===== src/rtl/prog_loader.sv =====
// prog_loader: byte-to-word sequencer sitting between uart_rx and the
// instruction memory. A load starts with a 4-byte word count N and is followed
// by N 4-byte instruction words. Each completed word is written with a single
// imem_we pulse. Words past the end of memory are consumed but not written.
module prog_loader #(
  parameter int ADDR_W  = 15,
  parameter bit BYTE_BE = 1'b1
) (
  input  logic              clk,
  input  logic              rst,
  input  logic              start,
  input  logic [7:0]        rx_data,
  input  logic              rx_valid,
  output logic              imem_we,
  output logic [ADDR_W-1:0] imem_addr,
  output logic [31:0]       imem_wdata,
  output logic              busy,
  output logic              load_done,
  output logic              ovf_err
);

  localparam logic [1:0] IDLE = 2'd0;
  localparam logic [1:0] LEN  = 2'd1;
  localparam logic [1:0] DATA = 2'd2;
  localparam logic [1:0] DONE = 2'd3;

  // Memory capacity in words, widened so a full 32-bit count compares unsigned
  localparam logic [32:0] CAP = 33'd1 << ADDR_W;

  logic [1:0]      state;
  logic [1:0]      byte_cnt;
  logic [31:0]     shift_reg;
  logic [31:0]     shift_next;
  logic [31:0]     n_rem;
  logic [ADDR_W:0] wr_idx;
  logic            last;

  // Shift the incoming byte in from the side chosen by the byte order
  always_comb begin
    shift_next = shift_reg;
    if (BYTE_BE) shift_next = {shift_reg[23:0], rx_data};
    else         shift_next = {rx_data, shift_reg[31:8]};
  end

  assign busy = (state == LEN) || (state == DATA);

  // Load sequencer: count phase, data phase, write strobes and sticky flags
  always_ff @(posedge clk) begin
    if (rst) begin
      state      <= IDLE;
      byte_cnt   <= 2'd0;
      shift_reg  <= 32'd0;
      n_rem      <= 32'd0;
      wr_idx     <= '0;
      last       <= 1'b0;
      imem_we    <= 1'b0;
      imem_addr  <= '0;
      imem_wdata <= 32'd0;
      load_done  <= 1'b0;
      ovf_err    <= 1'b0;
    end else begin
      imem_we <= 1'b0;
      case (state)
        IDLE, DONE: begin
          if (start) begin
            state     <= LEN;
            byte_cnt  <= 2'd0;
            shift_reg <= 32'd0;
            imem_addr <= '0;
            wr_idx    <= '0;
            last      <= 1'b0;
            load_done <= 1'b0;
            ovf_err   <= 1'b0;
          end
        end
        LEN: begin
          if (rx_valid) begin
            shift_reg <= shift_next;
            byte_cnt  <= byte_cnt + 2'd1;
            if (byte_cnt == 2'd3) begin
              n_rem <= shift_next;
              if (shift_next == 32'd0) begin
                state     <= DONE;
                load_done <= 1'b1;
              end else begin
                state <= DATA;
              end
              if ({1'b0, shift_next} > CAP) ovf_err <= 1'b1;
            end
          end
        end
        DATA: begin
          // The cycle after the final word's write strobe closes the load;
          // any byte seen here already belongs to the runtime input path.
          if (last) begin
            state     <= DONE;
            load_done <= 1'b1;
            last      <= 1'b0;
          end else if (rx_valid) begin
            shift_reg <= shift_next;
            byte_cnt  <= byte_cnt + 2'd1;
            if (byte_cnt == 2'd3) begin
              if (!wr_idx[ADDR_W]) begin
                imem_we    <= 1'b1;
                imem_wdata <= shift_next;
                imem_addr  <= wr_idx[ADDR_W-1:0];
                wr_idx     <= wr_idx + (ADDR_W+1)'(1);
              end
              n_rem <= n_rem - 32'd1;
              if (n_rem == 32'd1) last <= 1'b1;
            end
          end
        end
        default: state <= IDLE;
      endcase
    end
  end

endmodule


===== config.mk =====
export PLATFORM = sky130hd
export DESIGN_NAME = prog_loader
export DESIGN_NICKNAME = d
export VERILOG_FILES = /design/src/rtl/prog_loader.sv
export SDC_FILE = /design/constraint.sdc
export NUM_CORES = 1
export LEC_CHECK = 0
export BUFFER_PORTS_ARGS = -buffer_cell sky130_fd_sc_hd__buf_2
export CAP_MARGIN = 20
export CORE_MARGIN = 2
export CORE_UTILIZATION = 61
export DETAILED_ROUTE_END_ITERATION = 10
export HOLD_SLACK_MARGIN = 0.06
export PLACE_DENSITY = 0.83
export SETUP_SLACK_MARGIN = 0.2
export SYNTH_ARGS = -nofsm -noshare
export SYNTH_HDL_FRONTEND = slang
export SYNTH_SLANG_ARGS = --single-unit

===== constraint.sdc =====
create_clock -name clk -period 3.1 [get_ports clk]
set_input_delay 0.62 -clock clk [delete_from_list [all_inputs] [get_ports clk]]
set_output_delay 0.62 -clock clk [all_outputs]
set_load 0.1 [all_outputs]

* After elaboration in Yosys (flattened, before gate mapping)
Cells that the tools add are included.
** Operators by class
- Add/subtract/negate cells :: 3
- Magnitude comparators :: 1
- Equal/unequal tests :: 15
- Muxes and demuxes :: 48
- Bitwise logic cells :: 5
- Reduce and logical (&&, ||, !) cells :: 17
** Operators by type and width (count)
- $mux 32 :: 8
- $pmux 32 s3 :: 1
- $mux 16 :: 5
- $mux 15 :: 5
- $pmux 32 s2 :: 1
- $eq 32x1->1 const B :: 1
- $gt 32x16->1 const B :: 1
- $logic_not 32->1 :: 1
- $pmux 16 s2 :: 1
- $sub 32x1->32 const B :: 1
- $pmux 15 s2 :: 1
- $reduce_and 5->1 :: 4
- $add 16x1->16 const B :: 1
- $mux 1 :: 14
- $mux 2 :: 7
- $ne 2x2->1 const B :: 6
- $pmux 2 s3 :: 2
- $reduce_and 6->1 :: 2
- $ne 2x1->1 const B :: 4
- $eq 2x2->1 const B :: 3
- $reduce_bool 2->1 :: 3
- $not 1->1 :: 5
- $reduce_or 5->1 :: 1
- $pmux 1 s2 :: 2
- other kinds (8) :: 9
** Word-level totals
- Register bits :: 135
- Bits of input ports :: 12
- Output and inout port bits :: 51

* Depth between registers and ports, before layout
Gate-level depths: netlist of the first run.
- Word-level depth :: 6
- Mapped depth :: 10
- Depth with buffers taken out :: 7

* Least setup slack after synthesis of the first run
OpenSTA, ideal clock, no wires.
- Kind :: reg-to-output
- Start :: register state[0]
- End :: output port busy
- Arrival time :: 2189 ps
- Setup slack :: 291 ps
- Stages on the path, launching flop included :: 7
- Path buffers :: 3
- Cell sequence :: dfxtp_1 > inv_1 > ha_1 > clkbuf_1 > inv_1 > clkbuf_1 > clkbuf_1
** Between the ends
- Word-level cells in the longest chain between the ends :: 2
- Elaborated cells between the ends (all ways) :: 3
- Classes of those cells :: eq/ne (2); reduce/logical (1)
** RTL lines
- start: declaration :: line 30 : logic [1:0] state;
- start signal: assignment :: line 50 : state <= IDLE;
- start signal: assignment :: line 66 : state <= LEN;
- start signal: assignment :: line 83 : state <= DONE;
- $eq 2x1->1 / $eq 2x2->1 (equally long branches) :: line 45 : assign busy = (state == LEN) || (state == DATA);
- $logic_or 1x1->1 * :: line 45
- end: declaration :: line 17 : output logic busy,
Mark *: on every way between the ends. The rest lies on a longest branch, timed or not.

* Worst setup path after layout of the first run
- Start :: register state[0]
- End :: register n_rem[27]
** Between the ends
- Word-level cells in the longest chain between the ends :: 3
- Elaborated cells between the ends (all ways) :: 10
- Classes of those cells :: eq/ne (7); mux (1); reduce/logical (2)
** RTL lines
- $eq 2x1->1 / $eq 2x2->1 (equally long branches) :: line 63 : case (state)
- $ne 2x1->1 (no line) (tied with other cells)
- $reduce_and 6->1 (no line)
- end signal: assignment :: line 81 : n_rem <= shift_next;
- end signal: assignment :: line 109 : n_rem <= n_rem - 32'd1;
- end: declaration :: line 34 : logic [31:0] n_rem;
Parallel ways exist; a longest one is shown, timed or not.
A chain may end at the register's enable or synchronous reset.

==> metrics.yaml, run 1 <==
slowest_stage: "or3b_1"
seqCellArea_sq_um: 2540
dp_hpwl_um: 11000
drt-pass1-iter-count: 6
fillers: 726
postCtsHoldBufs: 0
synth_xor_area_frac: 0.0191
finalInstanceArea_sq_um: 6980
grt_pass1_vias: 5225
endpoint_kind: "register"
synth_compound_area_frac: 0.183
synth.area.mux_share: 0.00840
root_buffer: "clkbuf_8"
vdd_drop_max_uv: 1410
cts_resized: 0
grt_max_degree: 80
worstPathArrival_ns: 3.01
die_area_sq_um: 10600
fmax_mhz: 385
power-per-cell-area_nw_per_um2: 778
grtUsageTotal: 0.325
diodes: 0
synth_seq_area_share: 0.427
hold_path.class: "primary input to register"
crit_chain: "inv_1 > ha_2 > nor2_1 > or3b_1 > buf_4 > nand2_1 > a21oi_1 > or3_1"
status: "completed"
multi_input_area_sq_um: 3180
cts_setup_buffers: 0
drtAntennaViolNets: 0
synth_nets: 772
reg2reg_depth: 8
first_iter_violations: 759
viasPerCell: 6.37
synthToLayoutAreaGrowth_pct: 17.1
synth_seq_cells: 127
postSynth.asyncResetShare: 0
layout_common_cells: "133 x nand2_1, 127 x dfxtp_1, 99 x a21oi_1, 62 x buf_2, 57 x nand3_1"
holdPathStages: 3
synthAdderAreaFrac: 0.0126
synthCells: 754
hold_viol: 0
relSlewSlack: 0.434
fin_crit_sh: 0.838
path_class: "register to register"
leakage_uw: 0.00269
startpoint_type: "register"
period_needed_ns: 2.60
initial_core_util: 0.618
antenna_found_initial: 0
io_pins: 63
p_total_uw: 5430
die_w_um: 103
clock_sinks: 127
portBuffers: 62
grt_pass1_wl_um: 26700
syn_area_per_cell_sq_um: 7.90
synth_edf_count: 0
finalClockSkew_ns: 0.00793
yosys.area_share.simple: 0.308
final_core_util: 0.724
fin_setup_tns_ns: 0
dpl_cell_area_sq_um: 6350
drv_cap: 0
synth_top_family_by_area: "simple AND/OR/NAND/NOR gates"
yosysWarnings: 0
cts.clk_slew.worst_paths_ns: 0.06
worst_pin_slew_ns: 0.849
drc: 0
path_max_fanout: 26
cts_buffers: 17
finalNetCount: 814
yosysUniqueCellTypes: 69
grt_setup_unrepaired: "no"
routed_wl_um: 16900
routedWlPerCell_um: 18.0
ys.flop_type: "dfxtp_1"
synth_area_sq_um: 5960
grt_overflow_total: 0
insertion_delay_ns: 0.53
htree_levels: 4
drv_slew: 0
drive_gt1_frac: 0.153
cts_tree: "built"
gp_congestion: 0.898
final_common_cell: "nand2_1"
cp.required_ns: 3.51
clockBufferDepth: 2
chipHeight_um: 103
vias: 6001
core_area_sq_um: 9640
finalSetupViolCount: 0
rows: 36
max_stage_delay_ns: 0.59
-- where the power goes --
part / switching, uW / leakage, uW / internal [uW]
logic: 1100 / 0.00136 / 411
registers: 91.2 / 0.00102 / 1700
clock network: 785 / 0.000300 / 1340
-- path summary, 6_finish.rpt --
check | slack (ns) | startpoint | end
worst min-delay path | 0.37 | rx_data[5] | imem_wdata[5]
worst min register to register | 0.45 | imem_wdata[9] | imem_wdata[9]
worst max-delay path | 0.50 | state[0] | n_rem[27]
worst max register to register | 0.50 | state[0] | n_rem[27]
-- cell usage after synthesis, types with 7 or more instances --
cell / number / area, sq um
nor2_1: 53 / 199
nand2b_1: 18 / 113
buf_2: 7 / 35.0
o21ai_0: 15 / 75.1
clkbuf_1: 45 / 169
a21oi_1: 99 / 495
nor4_1: 20 / 125
or3_1: 9 / 56.3
nor3_1: 11 / 55.1
dfxtp_1: 127 / 2540
nand3_1: 57 / 285
nand2_1: 133 / 499
and3_1: 11 / 68.8
xor2_1: 12 / 105
nand4_1: 14 / 87.6
inv_1: 9 / 33.8
-- final cells by class --
cell class                 instances  share of cell area
clock buffer                      18              0.0613
clock inverter                    14              0.0292
inverter                           9             0.00484
timing repair buffer              77              0.0606
tap                              133              0.0238
multi-input combinational        564               0.456
sequential                       127               0.364
-- routing by layer --
| metal | GRT usage | up-vias | part of all wire |
|---|---|---|---|
| li1 | - | 2788 | - |
| met1 | 0.440 | 2857 | 0.42 |
| met2 | 0.504 | 313 | 0.47 |
| met3 | 0.0705 | 43 | 0.084 |
| met4 | 0.139 | 0 | 0.030 |
| met5 | 0 | - | 0 |
-- critical path, delay by kind of cell, from the launching register on --
family / cells / cell delay, ns
AND/OR/NAND/NOR: 4 / 1.25
flip-flops: 1 / 0.32
adder cells (fa/ha/maj): 1 / 0.50
AO/OA/AOI/OAI: 1 / 0.06
buffers and inverters: 2 / 0.34
-- stage by stage --
stage / hold WS, ns / worst slack [ns] / std cells
after floorplan: 0.436 / 0.291 / 754
after global placement: 0.440 / 0.654 / 910
after detailed placement: 0.446 / 0.570 / 910
after CTS: 0.358 / 0.554 / 942
after global routing: 0.374 / 0.372 / 942
final: 0.373 / 0.501 / 942
-- logic make-up after synthesis --
| logic type | count (synthesis) |
|---|---|
| AND/OR/NAND/NOR | 363 |
| multiplexers | 5 |
| buffers and inverters | 63 |
| adder cells (fa/ha/maj) | 6 |
| XOR/XNOR | 13 |
| flip-flops | 127 |
| AO/OA/AOI/OAI | 177 |
Note: power is estimated with default switching activity, not from simulation.
==> run 2: changes to the inputs <==
- ABC_AREA: not set -> 1
- CORE_UTILIZATION: 61 -> 53
- PLACE_DENSITY: 0.83 -> 0.77
- clock period: 3.1 -> 2.29 ns (I/O delays scaled with it)
==> run 2 against run 1 <==
  * Sequential share of layout area shrank 1.6 points
  * Largest cell class unchanged
  * Critical path type is now register to output pin
  * Worst hold slack got worse by 0.0043 ns
  * Synthesized cell count is 21% higher
  * Wire length decreased by 3.9%
  * Clock-buffer cell count is 4 higher
  * Global-route usage shrank 6.5 points
  * Combinational power rose to 2.7 times the previous value
  * The run now ends with DRC left
  * Sequential cell count is the same
  * Critical path depth is 3 lower
  * Cell area up 4.7%
  * Clock skew about the same
==> metrics.yaml, run 2 <==
cts_resized: 4  # +4
ys_top_cells_by_count: "159 x nand2_1, 129 x a21oi_1, 127 x dfxtp_1, 112 x inv_1, 108 x nor2_1"
yosysUniqueCellTypes: 40  # -42%
syn_area_per_cell_sq_um: 6.87  # -13%
final_core_util: 0.635  # -0.0894
first_iter_violations: 666  # -12%
die_w_um: 113  # +9.8%
grt_setup_unrepaired: "no"
routedWlPerCell_um: 14.5  # -19%
postSynth.asyncResetShare: 0  # unchanged
failed_checks: "DRC"
finalNetCount: 982  # +21%
slowest_stage: "dfxtp_1"
clock_sinks: 127  # unchanged
synthToLayoutAreaGrowth_pct: 16.3
startpoint_type: "register"
drt-pass1-iter-count: 9  # +3
worst-r2r-setup-slack_ns: 0.38  # -0.12 ns
endpoint_kind: "output pin"
ys.flop_type: "dfxtp_1"
grtUsageTotal: 0.260  # -0.0651
dpl_cell_area_sq_um: 6720  # +5.9%
drv_cap: 0  # unchanged
initial_core_util: 0.546  # -0.0723
clkPwrFrac: 0.265  # -0.127
path_max_fanout: 10  # -62%
drtAntennaViolNets: 0  # unchanged
io_pins: 63  # unchanged
vdd_drop_max_uv: 784  # -44%
insertion_delay_ns: 0.41  # -0.12 ns
layout_common_cells: "158 x nand2_1, 129 x a21oi_1, 127 x dfxtp_1, 112 x inv_1, 108 x nor2_1"
combPwrFrac: 0.435  # +0.157
r2r-start: "state[0]"
leakage_uw: 0.00310  # +15%
hold_viol: 0  # unchanged
status: "complete, but fails checks"
crit_chain: "inv_1 > ha_4 > buf_4 > inv_8 > buf_12"
max_stage_delay_ns: 0.36  # -0.23 ns
worst_path_dominant_cell_family: "buffers and inverters"
power_frac_seq: 0.300  # -0.030
fin_ws_ns: 0.263  # -0.239 ns
synth_area_sq_um: 6290  # +5.5%
vias: 6192  # +3.2%
synth_area_leader_cell: "dfxtp_1"
synth_seq_area_share: 0.404  # -0.0223
drive_gt1_frac: 0.135  # -0.0182
dp_cells: 1088  # +20%
finalInstanceArea_sq_um: 7310  # +4.7%
gp_congestion: 0.944  # +5.1%
final_common_cell: "nand2_1"
hp-start: "rx_data[2]"
dp_hpwl_um: 11500  # +4.5%
grt_overflow_total: 0  # unchanged
core_area_sq_um: 11500  # +19%
synth_nets: 933  # +21%
post-place-ws_ns: 0.317  # -0.253 ns
antenna_found_initial: 0  # unchanged
cts_tree: "built"
postCtsHoldBufs: 0  # unchanged
synth_top_cells_by_area: "dfxtp_1 40%, a21oi_1 10%, nand2_1 9.5%"
period_needed_ns: 2.03
stdcell_count: 1120  # +19%
die_area_sq_um: 12700  # +21%
fmax_mhz: 493
rows: 39  # +8.3%
synth_edf_count: 0  # unchanged
grt_pass1_wl_um: 26700  # about the same
clockBufferDepth: 2  # unchanged
worst-path-buf-inv: 4  # +2
cts.clk_slew.worst_paths_ns: 0.06  # about the same
synth_seq_cells: 127  # unchanged
routed_wl_um: 16300  # -3.9%
diodes: 0  # unchanged
portBuffers: 62  # unchanged
viasPerCell: 5.53  # -13%
yosysWarnings: 0  # unchanged
drv_slew: 0  # unchanged
cp.required_ns: 1.83  # -1.68 ns
swShare: 0.458  # +0.0941
cts_buffers: 17  # unchanged
root_buffer: "clkbuf_16"
chipHeight_um: 113  # +9.8%
finalClockSkew_ns: 0.00807  # +0.000135 ns
yosys.area.top_type_share: 0.404  # -0.0223
path_class: "register to output pin"
synth.most_common_cell: "nand2_1"
p_int_uw: 5140  # +49%
drc: 9  # +9
grt_max_degree: 66  # -18%
power-per-cell-area_nw_per_um2: 1300  # +67%
worstPathArrival_ns: 1.57  # -1.44 ns
finalSetupViolCount: 0  # unchanged
synthCells: 915  # +21%
critPathLaunch: "state[0]"
fin_crit_sh: 0.885
relSlewSlack: 0.563  # +0.129
htree_levels: 4  # unchanged
p_switching_uw: 4340  # +120%
cts_setup_buffers: 0  # unchanged
fin_setup_tns_ns: 0  # unchanged
grt_pass1_vias: 5333  # +2.1%
worst_pin_slew_ns: 0.655  # -0.194 ns
hold_path.class: "primary input to register"
==> run 2: cell type report <==
cell class	count	area (sq um)
Inverter	118	453
Timing Repair Buffer	75	460
Clock inverter	10	80.1
Multi-Input combinational cell	625	3110
Fill cell	1026	4210
Tap cell	143	179
Sequential cell	127	2540
Clock buffer	22	484
==> run 2: worst paths after layout <==
| path | end | cells after the start |
|---|---|---|
| setup reg to reg | wr_idx[9] | 10 |
| hold reg to reg | imem_wdata[4] | 2 |
| hold / removal | n_rem[2] | 3 |
| setup / recovery | busy | 5 |
==> run 2: per-stage QoR <==
step | hold WS, ns | power, uW
after floorplan | 0.448 | 6100
after global placement | 0.427 | 6830
after detailed placement | 0.433 | 6870
after CTS | 0.351 | 9470
after global routing | 0.377 | 10000
final | 0.369 | 9480
==> run 2: cells by family (layout without fill, tap and decap cells) <==
| kind of cell | count (synthesis) | count (layout) | synth area share |
|---|---|---|---|
| compound gates | 256 | 256 | 0.222 |
| xor+xnor | 7 | 7 | 0.00975 |
| fa+ha+maj | 6 | 6 | 0.0119 |
| buf+inv | 163 | 225 | 0.105 |
| flops | 127 | 127 | 0.404 |
| simple gates | 356 | 356 | 0.246 |
==> run 2: power by group through the flow <==
| stage | Combinational, uW | Sequential (uW) | Clock [uW] |
|---|---|---|---|
| 6_report | 4130 | 2840 | 2510 |
| 5_1_grt | 4480 | 2880 | 2660 |
| 4_1_cts | 4090 | 2830 | 2540 |
| 3_5_place_dp | 4000 | 2870 | 0 |
| 3_3_place_gp | 3960 | 2860 | 0 |
| 2_1_floorplan | 2360 | 3740 | 0 |
==> run 2: worst min-delay path: stages <==
cell and delay [ns]:
buf_2 0.13, nand2_1 0.07, a31oi_1 0.07
==> run 2: routing by layer <==
metal,share of wire,GRT usage,vias up,routed length [um]
met5,0,0,-,0
met4,0.016,0.0829,0,260
met3,0.087,0.0616,17,1420
met2,0.40,0.355,265,6540
met1,0.49,0.401,2798,8050
li1,-,-,3112,-
==> run 3: changes to the inputs <==
- PLACE_DENSITY: 0.77 -> not set
- PLACE_DENSITY_LB_ADDON: not set -> 0.1
==> run 3 against run 2 <==
  * Combinational power increased by 1%
  * Worst hold slack better by 0.0092 ns
  * Clock skew is 0.00088 ns lower
  * Cell count barely moved
  * Sequential cell count did not move
  * The flow still finishes with violations (DRC)
  * Core utilization up 0.45 points
  * Cell area increased by 0.70%
  * Clock power grew 15%
  * Maximum frequency is 0.33% lower
==> metrics.yaml, run 3 (synthesis results as in run 2) <==
status: "complete, but fails checks"
failed_checks: "DRC"
gp_congestion: 0.893  # -5.4%
grt_setup_unrepaired: "no"
finalSetupViolCount: 0  # unchanged
portBuffers: 62  # unchanged
drive_gt1_frac: 0.133  # -0.00191
max_stage_delay_ns: 0.37  # about the same
worstPathArrival_ns: 1.58  # about the same
post-place-ws_ns: 0.304  # -0.0131 ns
finalClockSkew_ns: 0.00719  # -0.000882 ns
fin_ws_ns: 0.256  # -0.00663 ns
layout_common_cells: "159 x nand2_1, 129 x a21oi_1, 127 x dfxtp_1, 112 x inv_1, 108 x nor2_1"
drc: 9  # unchanged
fin_setup_tns_ns: 0  # unchanged
die_area_sq_um: 12700  # unchanged
cts_setup_buffers: 0  # unchanged
fmax_mhz: 492  # -0.33%
vias: 6247  # +0.89%
grt_overflow_total: 0  # unchanged
clockBufferDepth: 2  # unchanged
routed_wl_um: 17400  # +6.7%
startpoint_type: "register"
diodes: 0  # unchanged
chipHeight_um: 113  # unchanged
core_area_sq_um: 11500  # unchanged
initial_core_util: 0.546  # unchanged
postCtsHoldBufs: 0  # unchanged
grt_pass1_wl_um: 28100  # +5.5%
dp_hpwl_um: 12600  # +9.6%
worst_pin_slew_ns: 0.633  # -0.0219 ns
root_buffer: "clkbuf_16"
fin_crit_sh: 0.888  # +0.00290
slowest_stage: "dfxtp_1"
hold_path.class: "primary input to register"
grt_util_met1: 0.413  # +0.0121
drtAntennaViolNets: 0  # unchanged
insertion_delay_ns: 0.42  # about the same
first_iter_violations: 597  # -10%
htree_levels: 4  # unchanged
clock_sinks: 127  # unchanged
synthToLayoutAreaGrowth_pct: 17.1
grt_pass1_vias: 5560  # +4.3%
vdd_drop_max_uv: 724  # -7.6%
rows: 39  # unchanged
final_common_cell: "nand2_1"
dpl_cell_area_sq_um: 6720  # about the same
cp.required_ns: 1.83  # about the same
finalInstanceArea_sq_um: 7360  # +0.70%
drv_slew: 0  # unchanged
cts_tree: "built"
period_needed_ns: 2.03  # +0.00663 ns
use_met2: 0.396  # +0.0418
leakage_uw: 0.00313  # +1.2%
grt_max_degree: 66  # unchanged
grtUsageTotal: 0.279  # +0.0195
path_max_fanout: 11  # +1
worst_path_dominant_cell_family: "buffers and inverters"
hold_viol: 0  # unchanged
endpoint_kind: "output pin"
routedWlPerCell_um: 15.5  # +6.8%
drv_cap: 0  # unchanged
path_class: "register to output pin"
relSlewSlack: 0.578  # +0.0146
cts_buffers: 17  # unchanged
power-per-cell-area_nw_per_um2: 1340  # +3.6%
antenna_found_initial: 0  # unchanged
die_w_um: 113  # unchanged
busiest_layer: "met1"
drt-pass1-iter-count: 8  # -1
crit_chain: "inv_1 > ha_4 > buf_4 > inv_8 > buf_12"
grt_util_met3: 0.0648  # +0.00321
finalNetCount: 983  # +0.10%
io_pins: 63  # unchanged
cts.clk_slew.worst_paths_ns: 0.05  # about the same
worst-path-buf-inv: 4  # unchanged
viasPerCell: 5.58  # +0.98%
[run 3: power breakdown]
part	total [uW]	switching [uW]	leakage, uW	internal [uW]
sequential	2830	260	0.00103	2570
clock	2890	980	0.000301	1910
combinational	4170	3100	0.00180	1070
total	9900	4350	0.00313	5550
[run 3: cell type report]
class,instances,area [sq um]
Inverter,118,453
Sequential cell,127,2540
Fill cell,1064,4160
Tap cell,143,179
Multi-Input combinational cell,625,3110
Clock buffer,18,429
Clock inverter,12,194
Timing Repair Buffer,76,455
[run 3: worst min-delay path, delay by kind of cell]
family / cells / cell delay [ns]
buffers and inverters: 1 / 0.13
and+or+nand+nor: 1 / 0.08
AOI/OAI and AO/OA: 1 / 0.07
[run 3: repair_timing]
| item | 4_1_cts | 5_1_grt |
|---|---|---|
| hold endpoints to repair | 0 | 0 |
| gates resized for setup | 4 | 0 |
| endpoints found under the setup margin | 1 | 0 |
[run 3: layer usage]
metal,up-vias,wire length [um]
met5,-,0
met4,0,321
met3,29,1260
met2,232,7190
met1,2866,8590
li1,3120,-
[run 3: final timing paths]
check                 from            end  slack [ns]  cells past startpoint
min             rx_data[2]       n_rem[2]        0.38                      3
max reg2reg       state[0]   imem_addr[4]        0.36                      9
min reg2reg  imem_wdata[0]  imem_wdata[0]        0.44                      2
max               state[0]           busy        0.26                      5
[run 3: stage by stage]
stage	hold slack, ns	utilization	total power (uW)	cells
6_report	0.378	0.639	9900	1119
4_1_cts	0.358	0.639	9900	1119
3_3_place_gp	0.427	0.583	6850	1089
2_1_floorplan	0.448	-	6100	915
3_5_place_dp	0.434	0.583	6940	1089
5_1_grt	0.398	0.639	10400	1119
